<file path="src/rtl/fix14_to_ulaw_conv.sv">
// fix14_to_ulaw_conv
//   Two-stage pipelined G.711 mu-law compressor for 14-bit two's-complement
//   samples. It emits the transmitted (bit-inverted) 8-bit code.
//   Stage 1 takes the magnitude, clips it and adds the bias.
//   Stage 2 finds the segment and mantissa and forms the code.
//   Optional build macro: ULAW_ZERO_TRAP_EN. When it is defined, a final code
//   of 8'h00 is replaced by 8'h02 (zero-code suppression).
module fix14_to_ulaw_conv (
    input  logic        clk,
    input  logic        rst_n,
    input  logic        in_valid,
    input  logic [13:0] in,
    output logic        out_valid,
    output logic [7:0]  out
);

    localparam logic [13:0] CLIP = 14'd8158;
    localparam logic [12:0] BIAS = 13'd33;

    // Stage 1 combinational signals.
    logic [13:0] mag_full;
    logic [12:0] mag_clip;
    logic [11:0] b_half_next;   // biased magnitude with its LSB dropped (never used by stage 2)

    // Stage 1 registers.
    logic        v1_reg;
    logic        s_reg;
    logic [11:0] b_half_reg;    // holds b[12:1]

    // Stage 2 combinational signals.
    logic [2:0]  seg;
    logic [3:0]  mant_cand [8];
    logic [3:0]  mant;
    logic [7:0]  code_next;

    // Stage 2 registers.
    logic        out_valid_reg;
    logic [7:0]  out_reg;

    // Magnitude is 14 bits wide, so -8192 gives 8192 and is then clipped.
    always_comb begin
        mag_full    = in[13] ? (~in + 14'd1) : in;
        mag_clip    = (mag_full > CLIP) ? CLIP[12:0] : mag_full[12:0];
        b_half_next = 12'((mag_clip + BIAS) >> 1);
    end

    // Stage 1 pipeline register.
    always_ff @(posedge clk or negedge rst_n) begin
        if (!rst_n) begin
            v1_reg     <= 1'b0;
            s_reg      <= 1'b0;
            b_half_reg <= 12'd0;
        end else begin
            v1_reg     <= in_valid;
            s_reg      <= in[13];
            b_half_reg <= b_half_next;
        end
    end

    // Precompute the 4-bit mantissa window for each of the eight segments.
    // For segment gi the leading one is at b[gi+5], so the mantissa is b[gi+4:gi+1].
    generate
        for (genvar gi = 0; gi < 8; gi++) begin : g_mant
            assign mant_cand[gi] = b_half_reg[gi+3:gi];
        end
    endgenerate

    // The highest set bit among b[12:5] selects the segment. b >= 32 always holds.
    always_comb begin
        seg = 3'd0;
        for (int i = 1; i < 8; i++) begin
            if (b_half_reg[i+4]) begin
                seg = 3'(i);
            end
        end
        mant      = mant_cand[seg];
        code_next = ~{s_reg, seg, mant};
`ifdef ULAW_ZERO_TRAP_EN
        if (code_next == 8'h00) begin
            code_next = 8'h02;
        end
`endif
    end

    // Stage 2 output register. The code holds its last value across bubbles.
    always_ff @(posedge clk or negedge rst_n) begin
        if (!rst_n) begin
            out_valid_reg <= 1'b0;
            out_reg       <= 8'hFF;
        end else begin
            out_valid_reg <= v1_reg;
            if (v1_reg) begin
                out_reg <= code_next;
            end
        end
    end

    assign out_valid = out_valid_reg;
    assign out       = out_reg;

endmodule

</file>
<file path="config.mk">
export PLATFORM = sky130hd
export DESIGN_NAME = fix14_to_ulaw_conv
export DESIGN_NICKNAME = d
export VERILOG_FILES = /design/src/rtl/fix14_to_ulaw_conv.sv
export SDC_FILE = /design/constraint.sdc
export NUM_CORES = 1
export LEC_CHECK = 0
export CAP_MARGIN = 10
export CORE_MARGIN = 2
export CORE_UTILIZATION = 45
export DETAILED_ROUTE_END_ITERATION = 10
export MAX_ROUTING_LAYER = met4
export PLACE_DENSITY = 0.68
export REMOVE_ABC_BUFFERS = 1
export SETUP_SLACK_MARGIN = 0.05
export SYNTH_ARGS = -nofsm -noshare
export SYNTH_HDL_FRONTEND = slang
export SYNTH_SLANG_ARGS = --single-unit
export TNS_END_PERCENT = 50
</file>
<file path="constraint.sdc">
create_clock -name clk -period 6.2 [get_ports clk]
set_input_delay 1.24 -clock clk [delete_from_list [all_inputs] [get_ports clk]]
set_output_delay 1.24 -clock clk [all_outputs]
set_load 0.01 [all_outputs]
</file>
==> metrics list <==
* Cell Int Power: 0.3297 mW
- Final non-filler cell total: 262
- Buffers from clock root to sink, at most: 2
* Number of cells after detailed placement: 258
- Post-Synthesis Cell Area: 0.001881 mm²
- TritonCTS built the clock tree.
- The smallest clock period supported by the final layout is computed as 4.992 ns.
- In this run switching power makes up 32.60% of total power.
- Post-cts gate resize count: 0
* Average cell area after synthesis: 9.795 µm²
- Power share of the clock group: 18.5%
* Count of hold-fix buffers inserted at cts: 0
* Class of the worst hold path: flip-flop to flip-flop
* Via count: 1,586
- The routed design has 3958 µm of wire.
- Slew at the pin closest to its max-slew limit: 0.9974 ns
- GRT Overall Usage: 18.92%
- Met3 routing resource usage after global routing: 1.623%
- The worst setup path is captured at a flip-flop.
- GR Layer Usage met2: 36.54%
* Antenna violations before repair: 0
- Synthesis inferred 23 register bits.
- Signal arrival time at the worst endpoint: 5.19 ns
- Leakage power: 0.8191 nW
- Leading area contributor after synthesis: sky130_fd_sc_hd__dfrtp_1
- Once the floorplan was initialized, standard cells occupied 47.01% of the core.
- In the routed design, unresolved DRC markers number 0.
- Start-to-end type of the worst setup path: input port to flip-flop
- Final Slew Violations: 0
* Net switching power of the design: 0.1595 mW
* Maximum number of pins on one net before global-route repair: 25
- Final hold analysis gives a worst-case slack of 0.3987 ns.
- Among all stages on the critical path, the largest delay is contributed by sky130_fd_sc_hd__or4_1.
* Number of antenna-violating nets in the routed design: 0
* Setup WS pre-CTS: 0.9986 ns
- Largest clock skew in the final design: 0.005645 ns
- Number of iterations in the first detailed-routing pass: 4
- The number of setup buffers added after CTS is 0.
- Setup violations remaining at the end of the flow were counted as 0.
* Clk slew on worst S/H paths: 0.08 ns
- The share of synthesized area in the top cell type comes to 19.96%.
* Vias/cell: 6.053
* Antenna diode instance count: 0
* Critical path, cell by cell: clkdlybuf4s50_1, or4_1, o41ai_1, xor2_1, nor4_1, o2111ai_1, and3_1, ha_1, or4_1, o211ai_1, nor3b_2
* Syn-to-layout area delta: 16.77%
- The flow ran to the end, and the final reports show no timing, DRC or antenna violations.
- Data required time of the worst path: 6.40 ns
- Once layout is complete, the utilization of the core stands at 54.90%.
- Setup repair after global routing left no endpoint under its margin.
- Area of the die: 0.004712 mm²
- Of all flip-flops after synthesis, the portion carrying an async set or reset was 100.0%.
- The floorplan step set the die height to 68.65 µm.
* Worst-skew pair later-pin latency: 0.27 ns
- The hold violation total from the final report came to 0.
* Number of synthesis warnings: 0
* Starting DRT DRC Count: 125
* Global-route wire length before repair: 6499 µm
- Row generation in the floorplan step produced 23 rows.
* Top-level I/O count: 26
- PortBufs: 25
- Global routing finished with a remaining overflow of 0.
- Cell at the root of the clock tree: sky130_fd_sc_hd__clkbuf_8
- Detailed placer's ending HPWL: 3093 µm
* Max rail drop VDD: 85.28 µV
- Counting every sink on the clock net gives 23.
- Sequential fraction of design power: 43.3%
- Instance count of the mapped netlist: 192
- The register with the most flip-flops in the layout has 12 of them.
* Largest cells by area after synthesis: sky130_fd_sc_hd__dfrtp_1, sky130_fd_sc_hd__dfstp_2, sky130_fd_sc_hd__mux4_2
- Number of buffers created by CTS: 3
- In this run the worst path has a maximum fanout of 9.
- Derived from the worst setup path, the maximum achievable clock frequency is 200.3 MHz.
- CTS built an H-tree with a depth of 1.
* Routability congestion estimate from global placement: 0.8361
* Number of global-route vias before repair: 1,480
- For this run, the register share of the synthesized area comes to 31.14%.
- Tightest slew margin relative to the limit: 32.89%
* Setup TNS: 0 ns
- Worst Setup Slack, final: 1.208 ns
- Relative contribution of combinational cells to total power: 38.2%
* Maxcap violations: 0
- Startpoint types: input port
- Among all flip-flop cells after synthesis, the most frequent one is sky130_fd_sc_hd__dfrtp_1.
* Global Route met1 Usage: 18.98%
- Of the cells placed in the final design, the portion with a size suffix greater than 1 is 19.34%.
- For this run, the post-layout net count is 232.
* Part of the cycle the worst path needs: 80.51%
- The global routing stage identified its most utilized layer as met2.
- The largest single stage delay on the critical path is 0.71 ns.
- The total area inside the core boundary comes to 0.004000 mm².
- Die Width: 68.65 µm
- Number of library cell types mapped by synthesis: 63
- Number of flops mapped to enable cells by yosys: 0
- Cell area power density: 222.7 mW/mm²
- Detailed-route wire length per cell: 15.11 µm
* Cell with the most instances on the worst path: sky130_fd_sc_hd__or4_1
power by group through the flow:
stage	Combinational [mW]	Clock, mW	Sequential, mW
after floorplan	0.115	0	0.214
after global placement	0.183	0	0.212
after detailed placement	0.186	0	0.214
after CTS	0.187	0.0934	0.211
after global routing	0.205	0.0996	0.216
final	0.187	0.0906	0.212
cell type report:
type | count | area, µm²
clock buffer | 3 | 41.29
fill | 338 | 1804
inverter | 8 | 30.03
multi-input combinational | 152 | 1221
clock inverter | 1 | 5.005
sequential | 23 | 585.6
timing repair buffer | 25 | 250.2
tap | 50 | 62.56
worst paths after layout:
path	end	cells past startpoint	from	slack, ns
worst max-delay path	b_half_reg[11]	11	in[3]	1.21
worst min-delay path	out[7]	1	s_reg	0.40
worst max register to register	out[0]	7	b_half_reg[6]	3.90
worst min register to register	out[7]	1	s_reg	0.40
max in group asynchronous	b_half_reg[3]	1	rst_n	4.12
min in group asynchronous	b_half_reg[11]	1	rst_n	1.50
layout by cell type (no fill, tap or decap), types with 2 or more instances in the layout:
master,instances
sky130_fd_sc_hd__or3_1,2
sky130_fd_sc_hd__dfrtp_1,15
sky130_fd_sc_hd__a21oi_1,10
sky130_fd_sc_hd__or3_4,3
sky130_fd_sc_hd__inv_1,8
sky130_fd_sc_hd__and3_1,2
sky130_fd_sc_hd__ha_1,2
sky130_fd_sc_hd__nand3_1,4
sky130_fd_sc_hd__or4_1,2
sky130_fd_sc_hd__mux4_2,5
sky130_fd_sc_hd__xor2_1,6
sky130_fd_sc_hd__clkdlybuf4s50_1,25
sky130_fd_sc_hd__o21ai_0,13
sky130_fd_sc_hd__nand2b_1,6
sky130_fd_sc_hd__mux2_2,3
sky130_fd_sc_hd__xnor2_1,12
sky130_fd_sc_hd__clkbuf_8,3
sky130_fd_sc_hd__a21o_1,2
sky130_fd_sc_hd__o31ai_1,5
sky130_fd_sc_hd__nand2_1,12
sky130_fd_sc_hd__o21bai_1,2
sky130_fd_sc_hd__nor2b_1,4
sky130_fd_sc_hd__o211ai_1,2
sky130_fd_sc_hd__nor3_1,2
sky130_fd_sc_hd__a31oi_1,2
sky130_fd_sc_hd__xor2_2,2
sky130_fd_sc_hd__nor4_1,2
sky130_fd_sc_hd__nor2_1,10
sky130_fd_sc_hd__or2_2,2
sky130_fd_sc_hd__a211oi_1,2
sky130_fd_sc_hd__nor3b_2,2
sky130_fd_sc_hd__mux2i_1,2
sky130_fd_sc_hd__dfstp_2,8
routing by layer:
layer	up-vias	share of wire [%]
met5	-	0
met4	0	2.2
met3	7	3.1
met2	46	55
met1	776	40
li1	757	-
cell families (layout without fill, tap and decap cells):
logic type | count (synthesis) | in the layout | share of synthesized area [%]
AO/OA/AOI/OAI | 60 | 60 | 25.42
XOR/XNOR | 20 | 20 | 10.11
adder cells (fa/ha/maj) | 2 | 2 | 1.330
buffers and inverters | 17 | 37 | 3.925
flip-flops | 23 | 23 | 31.14
multiplexers | 10 | 10 | 8.849
AND/OR/NAND/NOR | 60 | 60 | 19.23
through the flow:
step	area (µm²)	total power, mW
after detailed placement	2150	0.3997
after CTS	2196	0.4916
final	2196	0.4891
after global placement	2150	0.3945
after global routing	2196	0.5209
after floorplan	1837	0.3295
cells in the mapped netlist, types with 3 or more instances:
library cell,instances
sky130_fd_sc_hd__nand2b_1,6
sky130_fd_sc_hd__o21ai_0,13
sky130_fd_sc_hd__o31ai_1,5
sky130_fd_sc_hd__dfstp_2,8
sky130_fd_sc_hd__inv_1,8
sky130_fd_sc_hd__dfrtp_1,15
sky130_fd_sc_hd__nand2_1,12
sky130_fd_sc_hd__xor2_1,6
sky130_fd_sc_hd__mux2_2,3
sky130_fd_sc_hd__or3_4,3
sky130_fd_sc_hd__nor2b_1,4
sky130_fd_sc_hd__nand3_1,4
sky130_fd_sc_hd__xnor2_1,12
sky130_fd_sc_hd__nor2_1,10
sky130_fd_sc_hd__a21oi_1,10
sky130_fd_sc_hd__clkbuf_1,6
sky130_fd_sc_hd__mux4_2,5
worst max-delay path: cells and delay by family:
kind                       cells  cell delay (ns)
AOI/OAI and AO/OA              3             0.80
xor gates and xnor gates       1             0.21
adders and majority gates      1             0.28
buffers and inverters          1             0.54
and+or+nand+nor                5             2.11
Note: power is estimated with default switching activity, not from simulation.
